[config.mk]
export PLATFORM = sky130hd
export DESIGN_NAME = aq_gmii_rx_frame
export DESIGN_NICKNAME = d
export VERILOG_FILES = /design/src/rtl/aq_gmii_rx_frame.sv
export SDC_FILE = /design/constraint.sdc
export NUM_CORES = 1
export LEC_CHECK = 0
export CORE_MARGIN = 3
export CORE_UTILIZATION = 24
export CTS_CLUSTER_SIZE = 14
export DETAILED_ROUTE_END_ITERATION = 6
export SLEW_MARGIN = 15
export SYNTH_ARGS = -nofsm -noshare
export SYNTH_HDL_FRONTEND = slang
export SYNTH_SLANG_ARGS = --single-unit
[constraint.sdc]
create_clock -name rx_clk -period 4.7 [get_ports rx_clk]
set_clock_uncertainty 0.15 [all_clocks]
set_input_delay 0.705 -clock rx_clk [delete_from_list [all_inputs] [get_ports rx_clk]]
set_output_delay 0.705 -clock rx_clk [all_outputs]
set_load 0.01 [all_outputs]
[src/rtl/aq_gmii_rx_frame.sv]
// Purpose : GMII receive framer. Strips preamble/SFD, counts length, checks FCS (CRC-32) and
//           delivers frame bytes as a valid/sof/eof stream with a status word on the eof beat.
// Latency : D[k] leaves on rxf_data the cycle after D[k+L] is sampled (L=5 with FCS strip, else 1).
// Backpressure: none; the consumer must take a byte on every rxf_valid cycle.
//
// Ports:
//   rx_clk, rst                        receive clock, synchronous active-high reset
//   bgmii_rxd/bgmii_rxe/bgmii_rxer     registered GMII receive data / data valid / error
//   rxf_data/rxf_valid                 frame byte and its qualifier
//   rxf_sof/rxf_eof                    first / last delivered byte of a frame (qualified by valid)
//   rxf_stat                           {rxer_seen, crc_bad, too_short, too_long}, eof beat only
//
// Build option: define AQ_GMII_RX_FCS_STRIP_EN to drop the four FCS bytes from the stream.
// Length and CRC checks always cover DA through FCS.

module aq_gmii_rx_frame #(
   parameter int MIN_LEN = 64,
   parameter int MAX_LEN = 1518
) (
   input  logic       rx_clk,
   input  logic       rst,
   input  logic [7:0] bgmii_rxd,
   input  logic       bgmii_rxe,
   input  logic       bgmii_rxer,
   output logic [7:0] rxf_data,
   output logic       rxf_valid,
   output logic       rxf_sof,
   output logic       rxf_eof,
   output logic [3:0] rxf_stat
);

`ifdef AQ_GMII_RX_FCS_STRIP_EN
   // Four bytes of look-ahead hide the FCS, plus one to know the current byte is not the last.
   localparam int L = 5;
`else
   // One byte of look-ahead is the minimum needed to flag eof on the final byte.
   localparam int L = 1;
`endif

   localparam logic [10:0] L_W         = 11'(L);
   localparam logic [10:0] MIN_W       = 11'(MIN_LEN);
   localparam logic [10:0] MAX_W       = 11'(MAX_LEN);
   localparam logic [10:0] LEN_SAT     = 11'h7FF;
   localparam logic [31:0] CRC_INIT    = 32'hFFFF_FFFF;
   localparam logic [31:0] CRC_POLY    = 32'h04C1_1DB7;
   // Register value left after a good frame's data and FCS have been shifted through.
   localparam logic [31:0] CRC_RESIDUE = 32'hC704_DD7B;
   localparam logic [7:0]  PRE_BYTE    = 8'h55;
   localparam logic [7:0]  SFD_BYTE    = 8'hD5;

   typedef enum logic [1:0] {
      IDLE = 2'd0,
      PRE  = 2'd1,
      DATA = 2'd2,
      DROP = 2'd3
   } state_t;

   state_t      state_q, state_d;
   logic [7:0]  dl_q [L];
   logic [7:0]  dl_d [L];
   logic [10:0] len_q, len_d;
   logic [31:0] crc_q, crc_d;
   logic        rxer_seen_q, rxer_seen_d;
   logic        sof_pend_q, sof_pend_d;
   logic [7:0]  data_q, data_d;
   logic        valid_q, valid_d;
   logic        sof_q, sof_d;
   logic        eof_q, eof_d;
   logic [3:0]  stat_q, stat_d;
   logic        start_frame;
   logic        flush;

   // MSB-first CRC-32 register fed with each byte LSB first (the Ethernet bit order); this
   // keeps the register bit-reversed relative to the usual reflected software form.
   function automatic logic [31:0] crc_step(input logic [31:0] crc, input logic [7:0] d);
      logic [31:0] c;
      c = crc;
      for (int i = 0; i < 8; i++) begin
         if (c[31] ^ d[i]) begin
            c = {c[30:0], 1'b0} ^ CRC_POLY;
         end else begin
            c = {c[30:0], 1'b0};
         end
      end
      return c;
   endfunction

   always_ff @(posedge rx_clk) begin
      if (rst) begin
         state_q     <= IDLE;
         for (int i = 0; i < L; i++) begin
            dl_q[i] <= 8'h00;
         end
         len_q       <= 11'd0;
         crc_q       <= CRC_INIT;
         rxer_seen_q <= 1'b0;
         sof_pend_q  <= 1'b0;
         data_q      <= 8'h00;
         valid_q     <= 1'b0;
         sof_q       <= 1'b0;
         eof_q       <= 1'b0;
         stat_q      <= 4'h0;
      end else begin
         state_q     <= state_d;
         for (int i = 0; i < L; i++) begin
            dl_q[i] <= dl_d[i];
         end
         len_q       <= len_d;
         crc_q       <= crc_d;
         rxer_seen_q <= rxer_seen_d;
         sof_pend_q  <= sof_pend_d;
         data_q      <= data_d;
         valid_q     <= valid_d;
         sof_q       <= sof_d;
         eof_q       <= eof_d;
         stat_q      <= stat_d;
      end
   end

   always_comb begin
      state_d     = state_q;
      dl_d        = dl_q;
      len_d       = len_q;
      crc_d       = crc_q;
      rxer_seen_d = rxer_seen_q;
      sof_pend_d  = sof_pend_q;
      data_d      = 8'h00;
      valid_d     = 1'b0;
      sof_d       = 1'b0;
      eof_d       = 1'b0;
      stat_d      = 4'h0;
      start_frame = 1'b0;
      flush       = 1'b0;

      case (state_q)
         IDLE: begin
            if (bgmii_rxe) begin
               if (bgmii_rxd == PRE_BYTE) begin
                  state_d = PRE;
               end else if (bgmii_rxd == SFD_BYTE) begin
                  // Preamble may be shortened to nothing by upstream repeaters.
                  state_d     = DATA;
                  start_frame = 1'b1;
               end else begin
                  state_d = DROP;
               end
            end
         end

         PRE: begin
            if (!bgmii_rxe) begin
               state_d = IDLE;
            end else if (bgmii_rxd == SFD_BYTE) begin
               state_d     = DATA;
               start_frame = 1'b1;
            end else if (bgmii_rxd != PRE_BYTE) begin
               state_d = DROP;
            end
         end

         DATA: begin
            if (!bgmii_rxe) begin
               // End of frame: the oldest delay-line byte is the last one to deliver. With
               // len <= L nothing was ever emitted, so the frame vanishes silently.
               state_d = IDLE;
               flush   = 1'b1;
               if (len_q > L_W) begin
                  valid_d = 1'b1;
                  data_d  = dl_q[L-1];
                  sof_d   = sof_pend_q;
                  eof_d   = 1'b1;
                  stat_d  = {rxer_seen_q, (crc_q != CRC_RESIDUE), (len_q < MIN_W), 1'b0};
               end
            end else begin
               if (len_q >= L_W) begin
                  valid_d    = 1'b1;
                  data_d     = dl_q[L-1];
                  sof_d      = sof_pend_q;
                  sof_pend_d = 1'b0;
               end
               if (len_q == MAX_W) begin
                  // Byte MAX_LEN+1 arrived: close the frame on this beat and discard the rest.
                  state_d = DROP;
                  flush   = 1'b1;
                  eof_d   = valid_d;
                  stat_d  = valid_d ? {(rxer_seen_q | bgmii_rxer), 3'b001} : 4'h0;
               end else begin
                  dl_d[0] = bgmii_rxd;
                  for (int i = 1; i < L; i++) begin
                     dl_d[i] = dl_q[i-1];
                  end
                  crc_d       = crc_step(crc_q, bgmii_rxd);
                  len_d       = (len_q == LEN_SAT) ? len_q : len_q + 11'd1;
                  rxer_seen_d = rxer_seen_q | bgmii_rxer;
               end
            end
         end

         DROP: begin
            if (!bgmii_rxe) begin
               state_d = IDLE;
            end
         end

         default: begin
            state_d = IDLE;
         end
      endcase

      if (start_frame) begin
         len_d       = 11'd0;
         crc_d       = CRC_INIT;
         rxer_seen_d = 1'b0;
         sof_pend_d  = 1'b1;
      end

      if (flush) begin
         for (int i = 0; i < L; i++) begin
            dl_d[i] = 8'h00;
         end
         len_d       = 11'd0;
         crc_d       = CRC_INIT;
         rxer_seen_d = 1'b0;
         sof_pend_d  = 1'b0;
      end
   end

   assign rxf_data  = data_q;
   assign rxf_valid = valid_q;
   assign rxf_sof   = sof_q;
   assign rxf_eof   = eof_q;
   assign rxf_stat  = stat_q;

endmodule

Word level (Yosys, flattened, before mapping)
Cells that the tools add are included.
{"block": "classes", "n_addsub": 1, "order_cmp": 3, "n_eq_ne": 13, "muxes": 68, "n_bitwise": 20, "n_reduce_logical": 11}
{"op": "$mux 32", "count": 21}
{"op": "$mux 27", "count": 8}
{"op": "$not 14->14", "count": 8}
{"op": "$ne 32x32->1 const B", "count": 1}
{"op": "$mux 8", "count": 3}
{"op": "$eq 11x11->1 const B", "count": 2}
{"op": "$mux 1", "count": 22}
{"op": "$mux 2", "count": 8}
{"op": "$mux 4", "count": 4}
{"op": "$add 11x1->11 const B", "count": 1}
{"op": "$ge 11x1->1 const B", "count": 1}
{"op": "$gt 11x1->1 const B", "count": 1}
{"op": "$lt 11x7->1 const B", "count": 1}
{"op": "$eq 8x7->1 const B", "count": 1}
{"op": "$eq 8x8->1 const B", "count": 1}
{"op": "$ne 8x7->1 const B", "count": 1}
{"op": "$pmux 2 s4", "count": 1}
{"op": "$reduce_and 4->1", "count": 2}
{"op": "$xor 1x1->1", "count": 8}
{"op": "$reduce_and 3->1", "count": 2}
{"op": "$reduce_bool 2->1", "count": 3}
{"op": "$eq 2x2->1 const B", "count": 2}
{"op": "$ne 2x2->1 const B", "count": 2}
{"op": "$ne 4x4->1 const B", "count": 1}
{"op": "other kinds (8)", "count": 11}
{"block": "totals", "ff_bits": 70, "inputBits": 12, "elab_cells": 127}

Logic depth before layout (Yosys ltp)
Gate-level depths: netlist (run 1).
{"block": "logic_depth", "ltp_word": 37, "depth_mapped": 10}

Worst setup path before layout (run 1)
OpenSTA, ideal clock, no wires.
{"block": "synth_path", "kind": "register to register", "start": "register len_q[0]", "end": "register crc_q[5]", "setup_ns": 0.134, "t_arrival_ns": 1.982, "required_time_ns": 4.416, "path_slack_ns": 2.434, "path_stages_with_launch": 10, "period_less_slack_ns": 2.266, "cell_sequence": "dfxtp_1 > clkbuf_1 > inv_1 > ha_1 > and4bb_2 > and3_1 > o22a_1 > buf_2 > nor3b_1 > a22oi_2"}
{"block": "synth_between", "elab_chain_cells": 5, "word_cells_on_any_way": 7}
{"element": "from (decl)", "line": "61", "text": "logic [10:0] len_q, len_d;"}
{"element": "from (signal assigned)", "line": "108", "text": "len_q <= len_d;"}
{"element": "$eq 11x11->1 (*)", "line": "181", "text": "if (len_q == MAX_W) begin"}
{"element": "$mux 1", "line": "181"}
{"element": "$mux 1", "line": "162", "text": "if (!bgmii_rxe) begin"}
{"element": "$mux 1", "line": "135", "text": "case (state_q)"}
{"element": "$reduce_or 3->1 (no source line)"}
{"element": "to (signal assigned)", "line": "109", "text": "crc_q <= crc_d;"}
{"element": "to (decl)", "line": "62", "text": "logic [31:0] crc_q, crc_d;"}
Every way passes the cells marked *; elsewhere a longest branch is shown, timed or not.
A chain may end at the register's enable or synchronous reset.

Worst setup path in the final report (run 1)
{"block": "layout_path", "start": "register len_q[0]", "end": "register crc_q[17]"}
Same word-level chain as after synthesis.

==> metrics.csv, run 1 <==
stage,metric,value,unit
clock_tree,ctsHoldBuffers,0,
placed_design,gp_routability_congestion,0.834,
synth,syn_area,3520,um2
global_route,antenna_found_initial,0,
synth,yosys_warnings,0,
drt,ant_nets,0,
floorplanning,fp.dieH,127,um
clock_tree,cts_tree,done,
sta,finalSetupViolCount,0,
worst_setup_path,path_delay_family,simple AND/OR/NAND/NOR gates,
drt,drtIter0Drc,191,
worst_setup_path,startpoint_type,flop,
power,irDropWorstVdd,0.196,mV
synth,avgSynthCellArea,9.73,um2
synth,yosysSeqAreaShare,39.8,%
clock_tree,clockRootBuffer,clkbuf_16,
synth,synth.distinct_cells,46,
run,maxCapViolCount,0,
worst_setup_path,slowest_stage,nor2b_2,
synth,synth_flop_cell,dfxtp_1,
worst_setup_path,worstPathMaxFanout,17,
worst_setup_path,cp.required,4.73,ns
worst_setup_path,cp_num_buf_inv,2,
worst_hold_path,hp-class,reg2reg,
synth,syn_inst,362,
worst_setup_path,critical_path_class,reg2reg,
clock_tree,post_cts_resized,0,
floorplanning,io_pins,27,
placed_design,place_worst_setup_slack,1.43,ns
clock_tree,clkSinkCount,70,
worst_setup_path,worstPathArrival,3.10,ns
sta,period_minus_slack,3.07,ns
drt,vias,2593,
floorplanning,dieArea,16200,um2
worst_setup_path,critical_path.cell_chain,"inv_1, ha_1, and4bb_2, and3_1, o22a_1, nor2b_2, buf_4, o211ai_1",
clock_tree,cts_made_buffers,9,
clock_tree,insertion_delay,0.33,ns
synth,synth-edff-count,0,
drt,wl,7890,um
synth,yosys.area.top_type_share,39.8,%
synth,syn-num-nets,377,
floorplanning,initial_core_util,25.0,%
synth,yosysTopAreaCell,dfxtp_1,
worst_setup_path,worstSetupEndpointType,flop,
global_route,gr-total-overflow,0,
sta,max_freq,325,MHz
placed_design,io_buffers,26,
clock_tree,cts.reportedPaths.clkPinSlew,0.06,ns
floorplanning,design.core.area,14100,um2
drt,vias_per_cell,4.54,
drt,wire_per_inst,13.8,um
worst_setup_path,cp_slowest_stage_delay,0.65,ns
layout,nNetsFinal,401,
clock_tree,cts_setup_buffers,0,
clock_tree,cts_max_path_buffers,2,
sta,setup_slack,1.63,ns
sta,relSlewSlack,38.3,%
sta,drv_slew,0,
sta,post-route-period-util,65.4,%
synth,ys_seq_elements,70,
sta,tns,0,ns
synth,yosys-top-cells-area,"dfxtp_1 40%, xnor2_1 10%, nand2_1 6.0%",
power,p_leak,1.59,nW
sta,hold_viol_final,0,
global_route,grt_first_pass_wirelength,13100,um
synth,async_flop_share,0,%
layout,antenna_cells,0,
run_status,status,"complete, no violations",
power,power.density,424,nW/um2
sta,tightest_slew,0.926,ns
layout,drive_above_1_share,12.8,%
global_route,grt_max_degree,47,
layout,fillerInstances,1455,
floorplanning,fp.dieW,127,um
drt,drt-pass1-iter-count,4,
placed_design,dp_hpwl,5740,um
floorplanning,num_rows,43,
drt,drc,0,
layout,area_growth,21.1,%
global_route,groute.usage.overall,10.2,%
clock_tree,htree_levels,3,
sta,grt_setup_unrepaired,false,
global_route,grt_pass1_vias,2562,
[stage by stage]
stage                     utilization [%]  hold slack, ns  power (mW)  instance area [um2]  cells
after floorplan                         -           0.273       0.984                 3520    362
after global placement               27.9           0.291        1.06                 3940    555
after detailed placement             27.9           0.296        1.07                 3940    555
after CTS                            30.3           0.305        1.82                 4270    571
after global routing                 30.3           0.326        1.89                 4270    571
final                                30.3           0.303        1.81                 4270    571
[final timing paths]
kind,startpoint,endpoint,slack (ns),depth (start not counted)
hold / removal,dl_q[6],dl_q[6],0.30,2
setup reg to reg,len_q[0],crc_q[17],1.63,8
setup / recovery,len_q[0],crc_q[17],1.63,8
hold reg to reg,dl_q[6],dl_q[6],0.30,2
[metal layers]
layer	vias to the layer above	routed length (um)	GRT usage, %
met4	0	62	2.46
met3	6	417	3.47
met2	46	3710	15.8
li1	1297	-	-
met1	1244	3700	13.8
met5	-	0	0
[Yosys cell counts (5+ instances only)]
| library cell | instances |
|---|---|
| xnor2_2 | 10 |
| o211ai_2 | 6 |
| xor2_1 | 19 |
| inv_1 | 5 |
| nand2_1 | 56 |
| clkbuf_1 | 8 |
| nor2_1 | 19 |
| a21oi_1 | 15 |
| and2_1 | 10 |
| nand2b_1 | 5 |
| nor3_1 | 8 |
| nand3_1 | 9 |
| xnor2_1 | 40 |
| o211ai_1 | 20 |
| dfxtp_1 | 70 |
[registers in the layout, indices dropped and copies added (netlist names)]
signal       count
crc_q           32
len_q           11
dl_q             8
rxf_data         8
rxf_stat         4
state_q          2
rxer_seen_q      1
rxf_eof          1
rxf_sof          1
rxf_valid        1
sof_pend_q       1
[cells by family (layout without fill, tap and decap cells)]
family          Yosys count  after routing  synth area share, %
simple gates            136            136                 19.8
flops                    70             70                 39.8
buf+inv                  21             50                 3.23
xor+xnor                 77             77                 24.3
compound gates           55             55                 11.8
fa+ha+maj                 3              3                 1.07
[where the power goes]
part | switching, mW | total [mW] | internal [mW]
Sequential | 0.0322 | 0.655 | 0.623
Clock | 0.279 | 0.751 | 0.472
Combinational | 0.223 | 0.402 | 0.179
Total | 0.534 | 1.81 | 1.27
[worst min-delay path, delay by kind of cell, from the launching register on]
kind | cells | cell delay, ns
flip-flops | 1 | 0.30
AND/OR/NAND/NOR | 1 | 0.05
AO/OA/AOI/OAI | 1 | 0.05
[layout make-up]
type | instances | area [um2] | area share, %
clock buffers | 9 | 225 | 5.28
clock inverters | 7 | 104 | 2.43
inverters | 5 | 18.8 | 0.440
multi-input cells | 271 | 2010 | 47.1
flip-flops and latches | 70 | 1400 | 32.9
well taps | 180 | 225 | 5.28
repair buffers | 29 | 283 | 6.63
[layout by cell type, fill, tap and decap left out, drive strengths merged, types with 10 or more instances in the layout]
master / instances
nor2: 19
o211ai: 26
dfxtp: 70
a21oi: 15
and2: 10
nand2: 56
clkdlybuf4s50: 26
xor2: 25
xnor2: 52
Note: power is estimated with default switching activity, not from simulation.
==> run 2: changes to the inputs <==
==> constraint.sdc (replaced) <==
create_clock -name rx_clk -period 2.62 [get_ports rx_clk]
set_clock_uncertainty 0.15 [all_clocks]
set_input_delay 0.393 -clock rx_clk [delete_from_list [all_inputs] [get_ports rx_clk]]
set_output_delay 0.393 -clock rx_clk [all_outputs]
set_load 0.01 [all_outputs]
==> metrics.csv, run 2 (synthesis gave the netlist of run 1 again) <==
stage,metric,value,unit,change
layout,largest_register_ffs,32,,unchanged
worst_setup_path,slowest_stage,dfxtp_1,,
worst_hold_path,holdPathStages,2,,unchanged
worst_setup_path,cp_slowest_stage_delay,0.52,ns,-0.13 ns
clock_tree,ctsHoldBuffers,0,,unchanged
layout,antenna_cells,0,,unchanged
global_route,groute.usage.overall,10.5,%,+0.28 points
clock_tree,cts_made_buffers,9,,unchanged
clock_tree,cts_tree,done,,
sta,tightest_slew,0.635,ns,-0.291 ns
worst_setup_path,critical_path_depth,7,,-1
clock_tree,htree_levels,3,,unchanged
placed_design,place_worst_setup_slack,0.00787,ns,-1.43 ns
drt,wire_per_inst,13.6,um,-1.2%
worst_setup_path,worstSetupEndpointType,flop,,
drt,vias_per_cell,4.48,,-1.3%
sta,finalSetupViolCount,0,,unchanged
global_route,grt_first_pass_wirelength,13400,um,+2.5%
worst_setup_path,critical_path.cell_chain,"ha_1, and4bb_2, a31o_2, buf_4, nor2_1, nand2_1, o2111ai_1",,
worst_setup_path,cp.required,2.67,ns,-2.06 ns
floorplanning,fp.dieH,127,um,unchanged
sta,hold_viol_final,0,,unchanged
power,p_leak,1.67,nW,+4.8%
worst_setup_path,worstPathArrival,2.35,ns,-0.75 ns
worst_setup_path,worstPathMaxFanout,34,,+17
run_status,status,"complete, no violations",,
sta,tns,0,ns,unchanged
clock_tree,clkSinkCount,70,,unchanged
drt,vias,2649,,+2.2%
drt,drc,0,,unchanged
sta,grt_setup_unrepaired,false,,
clock_tree,clockRootBuffer,clkbuf_16,,
sta,drv_slew,0,,unchanged
drt,drtIter0Drc,154,,-19%
placed_design,placed_area,4100,um2,+4.1%
layout,top_regs,"crc_q: 32 flops, len_q: 11 flops",,
placed_design,gp_routability_congestion,0.836,,+0.34%
run,maxCapViolCount,0,,unchanged
clock_tree,post_cts_resized,0,,unchanged
layout,drive_above_1_share,17.0,%,+4.2 points
sta,post-route-period-util,87.6,%,+22 points
floorplanning,initial_core_util,25.0,%,unchanged
drt,drt-pass1-iter-count,5,,+1
floorplanning,design.core.area,14100,um2,unchanged
layout,layout_common_cells,"70 x dfxtp_1, 56 x nand2_1, 40 x xnor2_1",,
layout,fillerInstances,1452,,-0.21%
clock_tree,cts_max_path_buffers,2,,unchanged
floorplanning,dieArea,16200,um2,unchanged
layout,area_growth,24.6,%,
sta,setup_slack,0.326,ns,-1.30 ns
layout,regMostFlops,crc_q,,
placed_design,io_buffers,26,,unchanged
power,power.density,709,nW/um2,+67%
worst_hold_path,hp-class,reg2reg,,
floorplanning,io_pins,27,,unchanged
drt,ant_nets,0,,unchanged
placed_design,dp_hpwl,5900,um,+2.7%
layout,multiInputGateArea,2010,um2,unchanged
sta,relSlewSlack,57.5,%,+19 points
global_route,gr-total-overflow,0,,unchanged
sta,max_freq,436,MHz,+34%
layout,mostFrequentLayoutCell,dfxtp_1,,
layout,final_cells,591,,+3.5%
drt,wl,8070,um,+2.3%
worst_setup_path,r2r_cells,7,,-1
power,irDropWorstVdd,0.303,mV,+55%
worst_setup_path,startpoint_type,flop,,
worst_setup_path,path_delay_family,flip-flops,,
global_route,grt_max_degree,35,,-26%
layout,nNetsFinal,421,,+5.0%
layout,fin_area,4390,um2,+2.8%
floorplanning,fp.dieW,127,um,unchanged
sta,period_minus_slack,2.29,ns,-0.781 ns
global_route,grt_pass1_vias,2607,,+1.8%
worst_setup_path,critical_path_class,reg2reg,,
worst_setup_path,cp_num_buf_inv,1,,-1
clock_tree,cts_setup_buffers,0,,unchanged
layout,final_util,31.1,%,+0.85 points
floorplanning,num_rows,43,,unchanged
clock_tree,cts.reportedPaths.clkPinSlew,0.06,ns,about the same
global_route,antenna_found_initial,0,,unchanged
clock_tree,insertion_delay,0.34,ns,about the same
placed_design,dp_cells,575,,+3.6%
layout,register_area,1400,um2,unchanged
-- run 2: cell count changes in the layout (fill, tap and decap cells not counted) --
| cell | previous run | this run |
|---|---|---|
| inv_8 | 0 | 1 |
| clkinvlp_4 | 0 | 2 |
| buf_4 | 3 | 22 |
| buf_12 | 0 | 1 |
| bufinv_16 | 2 | 0 |
| clkinv_4 | 2 | 1 |
-- run 2: area by class of cell --
| class | count | share of cell area [%] |
|---|---|---|
| flip-flops and latches | 70 | 32.0 |
| multi-input cells | 271 | 45.8 |
| repair buffers | 49 | 10.2 |
| clock buffers | 9 | 5.14 |
| inverters | 5 | 0.428 |
| well taps | 180 | 5.14 |
| clock inverters | 7 | 1.40 |
-- run 2: power by group --
| part | leakage, nW | switching [mW] | internal [mW] |
|---|---|---|---|
| registers | 0.570 | 0.0559 | 1.12 |
| clock network | 0.135 | 0.517 | 0.659 |
| logic | 0.962 | 0.400 | 0.364 |
-- run 2: stage by stage --
stage / hold WS (ns) / power (mW)
floorplan: 0.273 / 1.77
global placement: 0.286 / 1.95
detailed placement: 0.291 / 1.96
CTS: 0.302 / 3.14
global route: 0.319 / 3.25
finish: 0.300 / 3.11
-- run 2: worst paths after layout --
check	startpoint	endpoint	slack, ns
worst min register to register	dl_q[1]	dl_q[1]	0.30
worst min-delay path	dl_q[1]	dl_q[1]	0.30
worst max-delay path	len_q[1]	crc_q[7]	0.33
worst max register to register	len_q[1]	crc_q[7]	0.33
-- run 2: tightest hold or removal path, stage by stage (launching register included) --
cell     delay, ns
dfxtp_1       0.31
nand2_1       0.05
a21oi_1       0.05
-- run 2: per-layer routing --
metal,GRT usage [%],routed length [um],up-vias,part of all wire (%)
li1,-,-,1338,-
met4,3.79,112,0,1.4
met5,0,0,-,0
met2,15.9,3760,46,47
met1,14.1,3840,1255,48
met3,3.26,358,10,4.4
==> run 3: changes to the inputs <==
--- a/config.mk
+++ b/config.mk
@@ -9,6 +9,7 @@
 export CORE_UTILIZATION = 24
 export CTS_CLUSTER_SIZE = 14
 export DETAILED_ROUTE_END_ITERATION = 6
+export SKIP_CTS_REPAIR_TIMING = 1
 export SLEW_MARGIN = 15
 export SYNTH_ARGS = -nofsm -noshare
 export SYNTH_HDL_FRONTEND = slang
==> results of run 3 <==
The final DEF is identical to that of run 2; final timing and power are the same.
